--- src/rtl/wb_uart_loader.sv ---
// rtl/wb_uart_loader.sv - UART-to-Wishbone boot loader with ACK/NAK response
//
// Purpose:
//   Receives framed bytes on RX (8N1, CLK_DIV clocks per bit) and writes the
//   payload words to a Wishbone bus. Frame layout:
//     0xA5 | base address (4 bytes LE) | word count N (2 bytes LE) | N words (4 bytes LE each)
//   After the frame completes, one response byte is sent on TX:
//     0x06 if every write was acked, or 0x15 if the frame was aborted by a bus error or an overrun.
//
// Ports:
//   clk_i         single rising-edge clock
//   reset_i       asynchronous active-high reset
//   RX / TX       UART receive / transmit lines (idle high)
//   master_dat_o  Wishbone write data
//   master_dat_i  Wishbone read data (ignored)
//   adr_o         Wishbone word address
//   cyc_o, stb_o, we_o, sel_o  Wishbone master controls
//   ack_i, err_i  Wishbone slave responses
//   busy_o        high from a valid sync byte until the response byte has been sent
//   done_o        one-cycle pulse at the end of the response stop bit
module wb_uart_loader #(
  parameter int CLK_DIV = 16,
  parameter int XLEN    = 32
) (
  input  logic            clk_i,
  input  logic            reset_i,
  input  logic            RX,
  output logic            TX,
  output logic [XLEN-1:0] master_dat_o,
  input  logic [XLEN-1:0] master_dat_i,
  output logic [XLEN-3:0] adr_o,
  output logic            cyc_o,
  output logic            stb_o,
  output logic            we_o,
  output logic [3:0]      sel_o,
  input  logic            ack_i,
  input  logic            err_i,
  output logic            busy_o,
  output logic            done_o
);

  localparam int             CW      = $clog2(CLK_DIV);
  localparam logic [CW-1:0] DIV_M1  = CW'(CLK_DIV - 1);
  localparam logic [CW-1:0] HALF_M1 = CW'(CLK_DIV / 2 - 1);

  typedef enum logic [2:0] {F_SYNC, F_ADDR, F_COUNT, F_DATA, F_RESP} frame_t;
  typedef enum logic {B_IDLE, B_WRITE} bus_t;

  // Read data is never used; fold it into a sink so it is not left dangling.
  logic w_unused;
  assign w_unused = ^master_dat_i;

  // ---------------- receiver ----------------
  logic          r_rx_meta, r_rx_sync, r_rx_prev;
  logic          r_rx_active;
  logic [CW-1:0] r_rx_cnt;
  logic [3:0]    r_rx_idx;   // 0 = start bit, 1..8 = data, 9 = stop
  logic [7:0]    r_rx_shift;
  logic          r_rx_valid, r_rx_ferr;

  always_ff @(posedge clk_i or posedge reset_i) begin
    if (reset_i) begin
      r_rx_meta   <= 1'b1;
      r_rx_sync   <= 1'b1;
      r_rx_prev   <= 1'b1;
      r_rx_active <= 1'b0;
      r_rx_cnt    <= '0;
      r_rx_idx    <= 4'd0;
      r_rx_shift  <= 8'd0;
      r_rx_valid  <= 1'b0;
      r_rx_ferr   <= 1'b0;
    end else begin
      r_rx_meta  <= RX;
      r_rx_sync  <= r_rx_meta;
      r_rx_prev  <= r_rx_sync;
      r_rx_valid <= 1'b0;
      r_rx_ferr  <= 1'b0;
      if (!r_rx_active) begin
        if (r_rx_prev && !r_rx_sync) begin
          r_rx_active <= 1'b1;
          r_rx_cnt    <= '0;
          r_rx_idx    <= 4'd0;
        end
      end else if (r_rx_idx == 4'd0) begin
        // Start bit checked at mid-bit; a line already back high was a glitch.
        if (r_rx_cnt == HALF_M1) begin
          r_rx_cnt <= '0;
          if (r_rx_sync) r_rx_active <= 1'b0;
          else           r_rx_idx    <= 4'd1;
        end else begin
          r_rx_cnt <= r_rx_cnt + 1'b1;
        end
      end else if (r_rx_cnt == DIV_M1) begin
        r_rx_cnt <= '0;
        if (r_rx_idx == 4'd9) begin
          r_rx_active <= 1'b0;
          if (r_rx_sync) r_rx_valid <= 1'b1;
          else           r_rx_ferr  <= 1'b1;
        end else begin
          r_rx_shift <= {r_rx_sync, r_rx_shift[7:1]};
          r_rx_idx   <= r_rx_idx + 4'd1;
        end
      end else begin
        r_rx_cnt <= r_rx_cnt + 1'b1;
      end
    end
  end

  // ---------------- frame / bus state ----------------
  frame_t r_state, w_state_n;
  bus_t   r_bus, w_bus_n;
  logic   w_resp_nak;

  logic [1:0]  r_byte_cnt;
  logic [23:0] r_acc;      // last three bytes, newest at the top
  logic [29:0] r_base;
  logic [15:0] r_n, r_wr_idx, r_ack_cnt;
  logic [XLEN-1:0] r_wdata;
  logic [XLEN-3:0] r_adr;

  logic        w_ferr, w_word_done, w_overrun, w_wr_req;
  logic        w_bus_ack, w_bus_err, w_last_ack, w_bus_abort, w_tx_start, w_tx_end;
  logic [15:0] w_count_n;
  logic [29:0] w_next_adr;

  // Framing errors during the response are ignored along with any other byte.
  assign w_ferr      = r_rx_ferr && (r_state != F_RESP);
  assign w_word_done = (r_state == F_DATA) && r_rx_valid && (r_byte_cnt == 2'd3) && (r_wr_idx != r_n);
  assign w_overrun   = w_word_done && (r_bus == B_WRITE);
  assign w_wr_req    = w_word_done && (r_bus == B_IDLE);
  assign w_bus_err   = (r_bus == B_WRITE) && err_i;
  assign w_bus_ack   = (r_bus == B_WRITE) && ack_i && !err_i;
  assign w_last_ack  = w_bus_ack && ((r_ack_cnt + 16'd1) == r_n);
  assign w_count_n   = {r_rx_shift, r_acc[23:16]};
  assign w_next_adr  = r_base + {14'd0, r_wr_idx};

  always_ff @(posedge clk_i or posedge reset_i) begin
    if (reset_i) begin
      r_state <= F_SYNC;
      r_bus   <= B_IDLE;
    end else begin
      r_state <= w_state_n;
      r_bus   <= w_bus_n;
    end
  end

  always_comb begin
    w_state_n  = r_state;
    w_resp_nak = 1'b0;
    if (w_ferr && (r_state != F_SYNC)) begin
      w_state_n = F_SYNC;
    end else begin
      case (r_state)
        F_SYNC:  if (r_rx_valid && (r_rx_shift == 8'hA5)) w_state_n = F_ADDR;
        F_ADDR:  if (r_rx_valid && (r_byte_cnt == 2'd3)) w_state_n = F_COUNT;
        F_COUNT: if (r_rx_valid && (r_byte_cnt == 2'd1))
                   w_state_n = (w_count_n == 16'd0) ? F_RESP : F_DATA;
        F_DATA: begin
          if (w_bus_err || w_overrun) begin
            w_state_n  = F_RESP;
            w_resp_nak = 1'b1;
          end else if (w_last_ack) begin
            w_state_n = F_RESP;
          end
        end
        F_RESP:  if (w_tx_end) w_state_n = F_SYNC;
        default: w_state_n = F_SYNC;
      endcase
    end
  end

  // Leaving DATA for any reason (abort, framing error) kills an open bus cycle.
  assign w_bus_abort = (r_state == F_DATA) && (w_state_n != F_DATA);
  assign w_tx_start  = (r_state != F_RESP) && (w_state_n == F_RESP);

  always_comb begin
    w_bus_n = r_bus;
    case (r_bus)
      B_IDLE:  if (w_wr_req) w_bus_n = B_WRITE;
      B_WRITE: if (ack_i || err_i || w_bus_abort) w_bus_n = B_IDLE;
      default: w_bus_n = B_IDLE;
    endcase
  end

  always_ff @(posedge clk_i or posedge reset_i) begin
    if (reset_i) begin
      r_byte_cnt <= 2'd0;
      r_acc      <= 24'd0;
      r_base     <= 30'd0;
      r_n        <= 16'd0;
      r_wr_idx   <= 16'd0;
      r_ack_cnt  <= 16'd0;
      r_wdata    <= '0;
      r_adr      <= '0;
    end else if (w_ferr) begin
      r_byte_cnt <= 2'd0;
      r_wr_idx   <= 16'd0;
      r_ack_cnt  <= 16'd0;
    end else begin
      if (r_rx_valid) begin
        case (r_state)
          F_SYNC: begin
            r_byte_cnt <= 2'd0;
            r_wr_idx   <= 16'd0;
            r_ack_cnt  <= 16'd0;
          end
          F_ADDR: begin
            r_acc      <= {r_rx_shift, r_acc[23:8]};
            r_byte_cnt <= r_byte_cnt + 2'd1;
            // Top two address bits are dropped: adr_o is a 30-bit word address.
            if (r_byte_cnt == 2'd3) r_base <= {r_rx_shift[5:0], r_acc};
          end
          F_COUNT: begin
            r_acc <= {r_rx_shift, r_acc[23:8]};
            if (r_byte_cnt == 2'd1) begin
              r_n        <= w_count_n;
              r_byte_cnt <= 2'd0;
            end else begin
              r_byte_cnt <= r_byte_cnt + 2'd1;
            end
          end
          F_DATA: begin
            if (r_wr_idx != r_n) begin
              r_acc      <= {r_rx_shift, r_acc[23:8]};
              r_byte_cnt <= r_byte_cnt + 2'd1;
              if (w_wr_req) begin
                r_wdata  <= XLEN'({r_rx_shift, r_acc});
                r_adr    <= (XLEN-2)'(w_next_adr);
                r_wr_idx <= r_wr_idx + 16'd1;
              end
            end
          end
          default: ;
        endcase
      end
      if (w_bus_ack && (r_state == F_DATA)) r_ack_cnt <= r_ack_cnt + 16'd1;
    end
  end

  // ---------------- transmitter ----------------
  logic          r_tx_active;
  logic [9:0]    r_tx_shift;  // {stop, data, start}, shifted out from bit 0
  logic [CW-1:0] r_tx_cnt;
  logic [3:0]    r_tx_idx;
  logic          r_done;

  assign w_tx_end = r_tx_active && (r_tx_cnt == DIV_M1) && (r_tx_idx == 4'd9);

  always_ff @(posedge clk_i or posedge reset_i) begin
    if (reset_i) begin
      r_tx_active <= 1'b0;
      r_tx_shift  <= 10'h3FF;
      r_tx_cnt    <= '0;
      r_tx_idx    <= 4'd0;
      r_done      <= 1'b0;
    end else begin
      r_done <= w_tx_end;
      if (w_tx_start) begin
        r_tx_active <= 1'b1;
        r_tx_shift  <= {1'b1, (w_resp_nak ? 8'h15 : 8'h06), 1'b0};
        r_tx_cnt    <= '0;
        r_tx_idx    <= 4'd0;
      end else if (r_tx_active) begin
        if (r_tx_cnt == DIV_M1) begin
          r_tx_cnt   <= '0;
          r_tx_shift <= {1'b1, r_tx_shift[9:1]};
          r_tx_idx   <= r_tx_idx + 4'd1;
          if (r_tx_idx == 4'd9) r_tx_active <= 1'b0;
        end else begin
          r_tx_cnt <= r_tx_cnt + 1'b1;
        end
      end
    end
  end

  // ---------------- outputs ----------------
  assign TX           = r_tx_active ? r_tx_shift[0] : 1'b1;
  assign cyc_o        = (r_bus == B_WRITE);
  assign stb_o        = (r_bus == B_WRITE);
  assign we_o         = (r_bus == B_WRITE);
  assign sel_o        = {4{r_bus == B_WRITE}};
  assign adr_o        = r_adr;
  assign master_dat_o = r_wdata;
  assign busy_o       = (r_state != F_SYNC);
  assign done_o       = r_done;

endmodule
--- config.mk ---
export PLATFORM = sky130hd
export DESIGN_NAME = wb_uart_loader
export DESIGN_NICKNAME = d
export VERILOG_FILES = /design/src/rtl/wb_uart_loader.sv
export SDC_FILE = /design/constraint.sdc
export NUM_CORES = 1
export LEC_CHECK = 0
export CORE_ASPECT_RATIO = 1.1
export CORE_MARGIN = 2
export CORE_UTILIZATION = 62
export CTS_BUF_LIST = sky130_fd_sc_hd__clkbuf_8 sky130_fd_sc_hd__clkbuf_16
export CTS_CLUSTER_DIAMETER = 40
export DETAILED_ROUTE_END_ITERATION = 8
export GPL_ROUTABILITY_DRIVEN = 0
export GPL_TIMING_DRIVEN = 0
export MAX_ROUTING_LAYER = met4
export PLACE_DENSITY = 0.91
export SLEW_MARGIN = 25
export SYNTH_ARGS = -nofsm -noshare
export SYNTH_HDL_FRONTEND = slang
export SYNTH_SLANG_ARGS = --single-unit
--- constraint.sdc ---
create_clock -name clk_i -period 16.7 [get_ports clk_i]
set_clock_uncertainty 0.2 [all_clocks]
set_input_delay 1.67 -clock clk_i [delete_from_list [all_inputs] [get_ports clk_i]]
set_output_delay 1.67 -clock clk_i [all_outputs]
set_load 0.005 [all_outputs]
==> impl_results.md, run 1 <==
* Via density at around 6.5
* Mean Syn Cell Area at roughly 10 um^2
* CP Capture Type: output port
* Sequential area share after synthesis at 49.3%
* Slew Limit Fails at 0
* Initial Util at a little over three fifths
* Internal reg-to-reg setup slack at between 10 and 15 ns
* Area after DPL at roughly 12,000 um^2
* DRC errors left at 0
* Peak VDD IR at just under 100 uV
* Final hold viol count at 0
* Cell accounting for the most synthesized area: dfrtp_1
* Top layer in use: met4
* Die height at 142 um
* Detailed Route WL at approximately 30 mm
* I/O Buffers at 76
* Post-synth EDFFs at 0
* Worst setup margin at ~13 ns
* Via Count at 9,255
* Worst Setup EP: busy_o
* Worst path max stage delay at 0.48 ns
* Max FO, Critical Path at 10
* Crit path DAT at between 2 and 2.5 ns
* Non-filler instance count after layout at ~1,400
* R2R depth at 10
* Htree depth at 1
* Largest net degree at the start of global routing at 73
* TritonCTS buffer count at 28
* Worst-path clk slew at roughly 0.060 ns
* Share of cells above drive strength 1 at between 10 and 15%
* Post-Route Setup TNS at 0 ns
* Global route overflow at 0
* DR WL met2 at ~15 mm
* Ys async rst share at between 90% and 100%
* CTS tree: built
* Cells after synthesis at about 1,100
* Status: complete, no violations
* Tmin final at between 3 and 4 ns
* Met3 wire len at ~2.8 mm
* Cell count along the critical path at 3
* Ports at around 110
* NumNets Final at about 1,200
* Placeable Area at approximately 17,000 um^2
* Register bit total from synthesis at about 210
* WP data required at between 10 and 15 ns
* Area grow syn2layout at 19.9%
* Post-DP HPWL at between 15 and 20 mm
* Unrepaired setup endpoints after global routing: false
* Number of global-route vias before repair at around 9,400
* Number of max-cap violations at 0
* Top cells by area, synth: dfrtp_1, mux2_2, nand2_1
* Root Buffer: clkbuf_16
* DR iter-0 viols at roughly 1,100
* # setup viols final at 0
* Clk_lat worst skew at about 0.55 ns
* CP max-delay cell: clkdlybuf4s50_1
* Critical setup path kind: reg2out
* Fillers at between 1,000 and 1,500
* Top-area cell type share of the netlist area at a little under half
* Worst path cell trace: clkbuf_1 -> or3_1 -> clkdlybuf4s50_1
* PnR Total Power at ~1.2 mW
* Post-synthesis cell type count at 67
* First-pass GRT wire length at 48.5 mm
* Origin of the critical flop-to-flop path: r_wr_idx[0]
* Clock Sinks at approximately 210
* Slew headroom at between 20% and 30%
* Buffers inserted by post-CTS timing repair at 0
* Area of the die at around 18,000 um^2
* Crit share post-route at 23.7%
* Final Cell Area at 12,900 um^2
* All-Layer GR Usage at roughly 34%
* Placed Cells at 1,375
* Post-DRT Antenna Nets at 0
* Yosys warnings at 0
* Num rows at 50
* Clock Tree Buf Depth at 3
* Hold crit path type: reg2reg
* Bufs and invs on worst path at 2
* Initial antenna violation count at 0
* Critical path origin: r_state[2]
* Drt wl/cell at 21.0 um
* # diodes at 0
* Place WS at approximately 13 ns
* Post-Syn Area at 10,700 um^2
* Horiz. Die Dim at between 100 and 150 um
* Top Family by Delay on Critical Path: buffers and inverters
* Top_reg_cell synth: dfrtp_1
* Pre-antenna DRT Iters at 6
* Synth Net Count at ~1,100
* Crit start category: flop
* Reg-to-Reg End: adr_o[18]
* Worst Max-Slew Pin Slew at approximately 1.1 ns
* Pwr per Cell Area at just under 100 nW/um^2
* Fmax achieved at between 0.2 and 0.3 GHz
* CTS resizes at 0
* Static leakage at a little under 6 nW
* M1 WL at ~11 mm
* Final design utilization at 75.6%
* Post-CTS Hold Buffers at 0
* WHS at approximately 0.16 ns
placed cells by master (no fill, tap or decap), types with 28 or more instances in the layout:
| cell | n |
|---|---|
| nand3_1 | 30 |
| clkbuf_1 | 35 |
| ha_1 | 28 |
| o31ai_1 | 32 |
| mux2_2 | 74 |
| clkdlybuf4s50_1 | 76 |
| nor2_1 | 54 |
| dfrtp_1 | 199 |
| nand2_1 | 177 |
| xnor2_1 | 41 |
| a21oi_1 | 39 |
| o21ai_0 | 64 |
| clkbuf_16 | 28 |
synthesized netlist by cell type, types with 11 or more instances:
| cell | count |
|---|---|
| dfrtp_1 | 199 |
| nand2_1 | 177 |
| mux2_2 | 74 |
| o21ai_0 | 64 |
| nor2_1 | 54 |
| xnor2_1 | 41 |
| a21oi_1 | 39 |
| clkbuf_1 | 35 |
| o31ai_1 | 32 |
| nand3_1 | 30 |
| ha_1 | 28 |
| xor2_1 | 22 |
| inv_1 | 21 |
| nand4_1 | 21 |
| and3_1 | 16 |
| buf_2 | 14 |
| a31oi_1 | 12 |
| dfstp_2 | 12 |
| or4_1 | 12 |
| nor3_1 | 11 |
cells by family after synthesis:
family          share of synthesized area, %
compound gates                          12.2
fa+ha+maj                               3.45
buf+inv                                 3.38
simple gates                            18.1
xor+xnor                                5.14
mux                                     8.42
flops                                   49.3
how the worst min path moves through the flow:
stage                    from   endpoint  slack [ns]  depth (start not counted)
floorplan           r_rx_meta  r_rx_sync        0.15                          0
global placement    r_rx_meta  r_rx_sync        0.15                          0
detailed placement  r_rx_meta  r_rx_sync        0.15                          0
CTS                 r_rx_meta  r_rx_sync        0.16                          0
global route        r_rx_meta  r_rx_sync        0.16                          0
finish              r_rx_meta  r_rx_sync        0.16                          0
final cells by class:
class / instances / area, um^2 / area share, %
clock inverters: 21 / 277 / 2.15
inverters: 21 / 86.3 / 0.671
well taps: 234 / 293 / 2.28
clock buffers: 30 / 728 / 5.66
plain buffers: 59 / 284 / 2.21
repair buffers: 79 / 821 / 6.38
multi-input cells: 771 / 5080 / 39.5
flip-flops and latches: 211 / 5300 / 41.2
sequential cells by signal (all words and copies together) (netlist names), 2 cells and up:
signal and cells:
adr_o 30, master_dat_o 32, r_acc 24, r_ack_cnt 16, r_base 30, r_byte_cnt 2, r_n 16, r_rx_cnt 4
r_rx_idx 4, r_rx_shift 8, r_state 3, r_tx_cnt 4, r_tx_idx 4, r_tx_shift 9, r_wr_idx 16
worst reg2reg max path, delay by kind of cell, from the launching register on:
family                   cells  cell delay, ns
AO/OA/AOI/OAI                5            1.67
XOR/XNOR                     1            0.27
adder cells (fa/ha/maj)      2            0.70
buffers and inverters        1            0.07
flip-flops                   1            0.60
AND/OR/NAND/NOR              1            0.17
routing by layer:
layer / vias up / GRT usage, %
met5: - / -
met4: 0 / 20.8
met3: 204 / 6.95
met2: 618 / 54.5
met1: 4427 / 40.8
li1: 4006 / -
power breakdown:
group	internal [mW]	switching, mW	total [mW]
clock network	0.397	0.240	0.638
registers	0.525	0.0201	0.545
logic	0.0251	0.0400	0.0651
total	0.947	0.301	1.25
No activity file was read; power rests on OpenSTA's default activity.
==> run 2, diff against run 1 <==
Settings changed: CORE_UTILIZATION 62 to 52, PLACE_DENSITY 0.91 to 0.82.
Clock period 16.7 ns to 3.3 ns, I/O delays scaled along.
==> run 2 against run 1 <==
  * Combinational power grew to 5.2 times the previous value
  * Highest routed layer unchanged
  * Non-clock buffer count grew 8
  * Register-to-register slack worse by 13 ns
  * Cell area rose by 1.1%
  * Utilization down 12 points
  * Largest cell class unchanged
  * Global-route usage down 8.5 points
  * Sequential share of layout area down 0.42 points
  * Worst hold slack lost 0.0019 ns
  * Worst setup slack worse by 13 ns
==> impl_results.md, run 2 (synthesis results as in run 1) <==
* Status: complete, no violations
* Bufs and invs on worst path at 2
* # diodes at 0
* Non-filler instance count after layout at 1,457
* Max FO, Critical Path at 10
* Top Family by Delay on Critical Path: simple AND/OR/NAND/NOR gates
* TritonCTS buffer count at 28
* Crit share post-route at 97.0%
* I/O Buffers at 76
* NumNets Final at 1,245
* Die height at 155 um
* R2R depth at 10
* DRC errors left at 0
* Worst path max stage delay at between 0.5 and 0.6 ns
* Via density at approximately 6.1
* # setup viols final at 0
* Root Buffer: clkbuf_16
* Peak VDD IR at about 450 uV
* Flop pwr share at 45.0%
* WP data required at ~3.5 ns
* Slew headroom at 53.9%
* Most frequent cells in the layout: dfrtp_1, nand2_1, clkdlybuf4s50_1, mux2_2, o21ai_0
* DR iter-0 viols at 721
* Fillers at between 1,500 and 2,000
* Initial antenna violation count at 0
* Area of the die at 21,800 um^2
* Pint at approximately 4.6 mW
* PnR Total Power at 6.11 mW
* Number of max-cap violations at 0
* Pwr per Cell Area at 470 nW/um^2
* Crit path DAT at between 3 and 4 ns
* Static leakage at 6.00 nW
* Cell count along the critical path at 10
* Clk_lat worst skew at about 0.54 ns
* Ports at 109
* Worst-path clk slew at 0.05 ns
* Number of global-route vias before repair at ~8,900
* Most common cell after layout, fill and taps aside: dfrtp_1
* Critical setup path kind: reg2reg
* Clock Sinks at 211
* Pre-antenna DRT Iters at 5
* Largest net degree at the start of global routing at 34
* Slew Limit Fails at 0
* Fmax achieved at between 0.3 and 0.4 GHz
* CTS tree: built
* Worst Max-Slew Pin Slew at between 0.6 and 0.7 ns
* Unrepaired setup endpoints after global routing: true
* Final hold viol count at 0
* Htree depth at 1
* CP most frequent cell: buf_6
* Share of cells above drive strength 1 at 15.9%
* Placed Cells at ~1,400
* Clock Tree Buf Depth at 3
* CP max-delay cell: dfrtp_1
* CP Capture Type: flop
* Hold crit path type: reg2reg
* First-pass GRT wire length at between 40 and 50 mm
* Placeable Area at roughly 20,000 um^2
* Max FFs per register at 32
* Worst path cell trace: ha_2 -> nand3_1 -> or3_1 -> o31ai_1 -> nand4_1 -> nor4_4 -> or2_1 -> buf_6 -> buf_6 -> nor2_1
* All-Layer GR Usage at between 20% and 30%
* Crit start category: flop
* Clock share of power at about half
* Post-DRT Antenna Nets at 0
* Hold depth at 0
* Global route overflow at 0
* Drt wl/cell at roughly 19 um
* Area grow syn2layout at 21.1%
* Net Sw Power at 1.52 mW
* Horiz. Die Dim at 141 um
* Via Count at about 8,800
* Tmin final at 3.20 ns
* Detailed Route WL at 27.4 mm
* Initial Util at 52.5%
* Post-DP HPWL at roughly 19 mm
* Comb pwr share at under 10%
* Switching part of the total at between 20% and 30%
* Num rows at 55
[run 2: cell count changes in the layout (fill, tap and decap cells not counted), sizes merged]
cell	before	now
buf	27	33
bufinv	5	2
clkinv	7	8
inv	28	31
dlygate4sd3	0	2
[run 2: area by class of cell]
type | instances | area, um^2 | share of cell area, %
clock inverter | 22 | 219 | 1.68
timing repair buffer | 87 | 948 | 7.30
sequential | 211 | 5300 | 40.7
clock buffer | 30 | 728 | 5.60
buffer | 59 | 287 | 2.20
inverter | 21 | 82.6 | 0.635
tap | 256 | 320 | 2.46
multi-input combinational | 771 | 5120 | 39.4
[run 2: per-layer routing]
layer	global-route usage, %	share of wire (%)	wire length [um]	vias to the layer above
met2	43.7	51	13900	365
met1	32.0	40	11000	4348
li1	-	-	-	4035
met3	3.47	5.8	1580	79
met5	-	0	0	-
met4	9.67	3.3	913	0
[run 2: worst register-to-register path, cell delays in order (launching register included)]
cell     delay [ns]
dfrtp_1        0.53
ha_2           0.33
nand3_1        0.20
or3_1          0.43
o31ai_1        0.41
nand4_1        0.21
nor4_4         0.29
or2_1          0.17
buf_6          0.13
buf_6          0.14
nor2_1         0.05
[run 2: worst paths after layout]
check | endpoint | startpoint | slack, ns
setup / recovery | r_tx_cnt[2] | r_ack_cnt[0] | 0.1
hold / removal | r_rx_sync | r_rx_meta | 0.16
setup reg to reg | r_tx_cnt[2] | r_ack_cnt[0] | 0.1
hold reg to reg | r_rx_sync | r_rx_meta | 0.16
max in group asynchronous | adr_o[3] | reset_i | 1.34
min in group asynchronous | master_dat_o[19] | reset_i | 0.53
[run 2: power by group through the flow]
stage | logic, mW | clock network [mW] | registers (mW)
finish | 0.337 | 3.02 | 2.75
global route | 0.391 | 3.17 | 2.76
CTS | 0.343 | 3.05 | 2.75
detailed placement | 0.340 | 0 | 2.79
global placement | 0.297 | 0 | 2.79
floorplan | 0.247 | 0 | 2.76
[run 2: timing repair]
item / 4_1_cts / 5_1_grt
hold buffers: 2 / 0
pin swaps: 0 / 1
endpoints found under the setup margin: 14 / 77
resized for setup: 2 / 10
endpoints found under the hold margin: 20 / 0
buffers inserted: 0 / 1
[run 2: metrics by stage]
stage | worst slack (ns) | area [um^2] | TNS, ns | hold WS [ns] | util (%)
3_3_place_gp | -1.48 | 11800 | -299.82 | 0.151 | 57.8
3_5_place_dp | -0.238 | 12000 | -1.76 | 0.149 | 58.6
4_1_cts | 0.0256 | 13000 | 0 | 0.157 | 63.4
6_report | 0.0984 | 13000 | 0 | 0.156 | 63.6
5_1_grt | -0.0491 | 13000 | -0.295 | 0.163 | 63.6
2_1_floorplan | 0.0376 | 10700 | 0 | 0.134 | -
==> patch 1, RTL diff (config.mk and constraints of run 2) <==
`XLEN`: 32 -> 16.
--- a/src/rtl/wb_uart_loader.sv
+++ b/src/rtl/wb_uart_loader.sv
@@ -20,7 +20,7 @@
 //   done_o        one-cycle pulse at the end of the response stop bit
 module wb_uart_loader #(
   parameter int CLK_DIV = 16,
-  parameter int XLEN    = 32
+  parameter int XLEN    = 16
 ) (
   input  logic            clk_i,
   input  logic            reset_i,
Ports: changed (resized adr_o, master_dat_i and master_dat_o); port bits go from 109 to 61. No check against the original RTL was run, so the function may have changed too.
==> patch 1 against run 2 <==
- wire length fell by 28%
- die area fell by 19%
- sequential cell count fell by 48
- worst setup slack improved by 0.0097 ns
- final cell count fell by 24%
- power fell by 27%
- cell area fell by 23%
- area after synthesis fell by 20%
- worst hold slack got worse by 0.082 ns
- synthesized cell count fell by 23%
- sequential power fell by 24%
- count of clock-buffer cells in the layout fell by 12
- critical endpoint is now master_dat_o[2]
==> patch 1: results (changes against run 2) <==
Placement
  – Post-DP HPWL: 13.4 mm (-30%)
  – # port buffers: 44 (-42%)
  – Place WS: -0.0901 ns (+0.148 ns)
  – Placed Area: 0.00941 sq mm (-21%)

Clock network
  – Inserted Clock Buffers: 17 (-39%)
  – Reg clk slew, reported paths: 0.07 ns (+0.02 ns)
  – H-tree depth: 4 (+3)
  – Clock Path Buffers: 2 (-1)
  – Root buffer cell: clkbuf_16
  – Latest clock arrival within the worst-skew pair: 0.44 ns (-0.10 ns)

Synthesis
  – Synth cell types: 70 (+4.5%)
  – Top area cells in the synthesized netlist: dfrtp_1, mux2_2, o21ai_0
  – Mux share of post-synthesis cell area: 0.108 (+0.0238)
  – Mapped Cells: 816 (-23%)
  – Synth Area in Adders: 0.0387 (+0.00420)
  – Syn Nets: 863 (-23%)
  – Compound-cell area share of the yosys netlist: 0.118 (-0.00369)
  – Top cells by count, synth: dfrtp_1, mux2_2, nand2_1
  – Post-synthesis sequential area ratio: 0.476 (-0.0172)
  – Xor and xnor area share after synthesis: 0.0629 (+0.0115)

GRT
  – Gr usage total: 0.237 (-0.0217)
  – Largest net degree at the start of global routing: 34 (unchanged)
  – Vias in the first global route: 6348 (-29%)
  – First-pass GRT wire length: 32.4 mm (-27%)

Setup path
  – Critical path data arrival time: 3.31 ns (-0.10 ns)
  – Reg2reg start: r_n[10]

Detailed routing
  – DRT iter0 DRCs: 287 (-60%)
  – Routed vias: 6538 (-26%)
  – Drt total wl: 19.6 mm (-28%)

Pwr
  – Comb. pwr: 0.000292 W (-13%)
  – Leakage Power: 4.61 nW (-23%)
  – Switching Share: 0.245 (-0.00338)
  – Power Sequential: 0.00210 W (-24%)
  – Pwr Total: 0.00448 W (-27%)
  – Worst vdd ir: 0.468 mV (+3.6%)

Layout
  – Post-route insts no fill: 1101 (-24%)
  – N_diodes: 0 (unchanged)
  – Max reg flops: 24 (-25%)
  – Layout cells sized above 1: 0.192 (+0.0327)
  – Final net count: 931 (-25%)

Worst hold path
  – Hold Crit Class: in2async

STA
  – Slew HR: 0.490 (-0.0488)
  – Setup TNS: 0 ns (unchanged)

Outcome
  – Status: completed
-- patch 1: cell types whose count changed after synthesis, sizes merged, moves of 8 or more --
cell    delta
nand2     -99
dfrtp     -48
o31ai     -23
xnor2     -16
buf       -13
xor2      +12
and3      -11
a21oi     -10
clkbuf    -10
or4        -9
nand4      -8
-- patch 1: worst max-delay path: stages (launching register included) --
cell and delay, ns:
dfrtp_1 0.32, clkbuf_1 0.35, xor2_1 0.13, nor4_1 0.46, and4_1 0.39, nor4_4 0.10, nand3_4 0.20, clkbuf_1 0.51
mux2_2 0.41
-- patch 1: cells by family (layout without fill, tap and decap cells) --
logic type	count (synthesis)	after routing
simple gates	262	262
compound gates	163	163
flops	163	163
mux	83	83
xor+xnor	60	60
buf+inv	59	140
fa+ha+maj	26	26
-- patch 1: cell type report --
class,instances,area [sq um]
buffer,38,245
clock buffer,18,439
clock inverter,14,175
fill,1244,6180
inverter,21,82.6
multi-input combinational,594,4240
sequential,163,4090
tap,204,255
timing repair buffer,49,541
-- patch 1: worst paths after layout --
path,slack [ns],endpoint,cells past startpoint
min,0.07,r_rx_cnt[0],2
max reg2reg,0.11,master_dat_o[2],8
min reg2reg,0.16,r_rx_sync,0
min in group clk_i,0.09,r_rx_meta,1
max in group asynchronous,1.99,r_tx_shift[4],4
max,0.11,master_dat_o[2],8
-- patch 1: repair_timing --
action | 4_1_cts | 5_1_grt
pin swaps | 0 | 1
resized for setup | 2 | 8
setup buffers | 0 | 0
endpoints found under the setup margin | 17 | 49
-- patch 1: metal layers --
layer  share of wire  global-route usage  vias to the layer above
met5               0                   -                        -
met4           0.038               0.110                        0
met1            0.42               0.291                     3195
li1                -                   -                     3060
met3           0.054              0.0532                       60
met2            0.49               0.374                      223
==> patch 2, RTL diff (settings of run 2) <==
Made on the original files. Re-encode `frame_t` (5 values) as one-hot, 5 bits wide.
--- a/src/rtl/wb_uart_loader.sv
+++ b/src/rtl/wb_uart_loader.sv
@@ -43,7 +43,7 @@
   localparam logic [CW-1:0] DIV_M1  = CW'(CLK_DIV - 1);
   localparam logic [CW-1:0] HALF_M1 = CW'(CLK_DIV / 2 - 1);
 
-  typedef enum logic [2:0] {F_SYNC, F_ADDR, F_COUNT, F_DATA, F_RESP} frame_t;
+  typedef enum logic [4:0] {F_SYNC = 5'b00001, F_ADDR = 5'b00010, F_COUNT = 5'b00100, F_DATA = 5'b01000, F_RESP = 5'b10000} frame_t;
   typedef enum logic {B_IDLE, B_WRITE} bus_t;
 
   // Read data is never used; fold it into a sink so it is not left dangling.
Behaviour: no difference found for any inputs over 10 cycles, from zero or initial values and one cycle with reset_i high; not proved beyond that.
==> patch 2 against run 2 <==
- area after synthesis shrank 0.98%
- highest routed layer unchanged
- non-clock buffer count decreased by 14
- cell area down 0.76%
- final cell count fell by 5.1%
- power fell by 1.4%
- largest power group unchanged
- worst setup slack got worse by 0.013 ns
- sequential cell count rose by 2
- wire length decreased by 4.9%
- critical endpoint is now adr_o[26]
- die area fell by 0.95%
- combinational power fell by 17%
==> patch 2: results (changes against run 2) <==
Clock network
  – # resized after CTS: 4 (+2)

Synthesis
  – Compound-cell area share of the yosys netlist: 0.109 (-0.0125)
  – Mean Syn Cell Area: 10.7 sq um (+5.9%)
  – Top cells by count, synth: dfrtp_1, mux2_2, nand2_1
  – Synth cell types: 64 (-4.5%)
  – Register bit total from synthesis: 213 (+0.95%)

Outcome
  – Status: completed

GRT
  – First-pass GRT wire length: 41.6 mm (-6.7%)
  – Gr usage total: 0.243 (-0.0160)
  – Vias in the first global route: 8166 (-8.6%)
  – Met3 Use GR: 0.0346 (-0.000106)

Detailed routing
  – DRT iter0 DRCs: 634 (-12%)
  – Met3 wire length: 1.49 mm (-5.4%)
  – Met2 wire length: 12.7 mm (-8.5%)
  – Wire per inst: 18.8 um (+0.20%)
  – M1 WL: 11.1 mm (+1.1%)

Pwr
  – Logic pwr share: 0.046 (-0.009)
  – Pwr per Cell Area: 467 mW/mm^2 (-0.68%)
  – Worst vdd ir: 0.725 mV (+60%)
  – P_sw: 0.00143 W (-5.7%)
  – Pwr Total: 0.00602 W (-1.4%)

Setup path
  – R2r worst-path depth: 13 (+3)
  – Crit path max-delay cell type: dfrtp_2
  – R2r endpoint: adr_o[26]
  – Max stage delay on crit path: 0.42 ns (-0.11 ns)
  – Reg2reg start: r_wr_idx[0]

Layout
  – Fraction of area in registers: 0.415 (+0.00710)
  – Final net count: 1177 (-5.5%)
  – Multi-input logic portion of the cell area: 0.390 (-0.00396)
  – Post-route insts no fill: 1383 (-5.1%)
  – Layout clock buffers: 29 (-3.3%)
  – Comb_multi_in: 714 (-7.4%)
  – Syn-to-layout area delta: 21.4%

STA
  – WHS: 0.155 ns (-0.000693 ns)
[patch 2: cell types whose count changed after synthesis, sizes merged, moves of 7 or more]
| cell | run 2 | this run |
|---|---|---|
| xor2 | 22 | 46 |
| o31ai | 32 | 9 |
| o21ai | 65 | 96 |
| a31oi | 12 | 5 |
| mux2 | 74 | 111 |
| or4 | 13 | 4 |
| nor3 | 11 | 24 |
| nand3 | 30 | 21 |
| clkbuf | 35 | 21 |
| nor2 | 54 | 67 |
| xnor2 | 41 | 28 |
| nand2 | 177 | 99 |
| nand4 | 22 | 10 |
[patch 2: worst max-delay path by stage]
stage               slack (ns)                to  cells after the start
floorplan                 0.01          adr_o[0]                      1
global placement         -1.55  master_dat_o[11]                      2
detailed placement       -0.27         adr_o[22]                     11
CTS                       0.02         adr_o[26]                     11
global route             -0.04         adr_o[26]                     13
finish                    0.08         adr_o[26]                     13
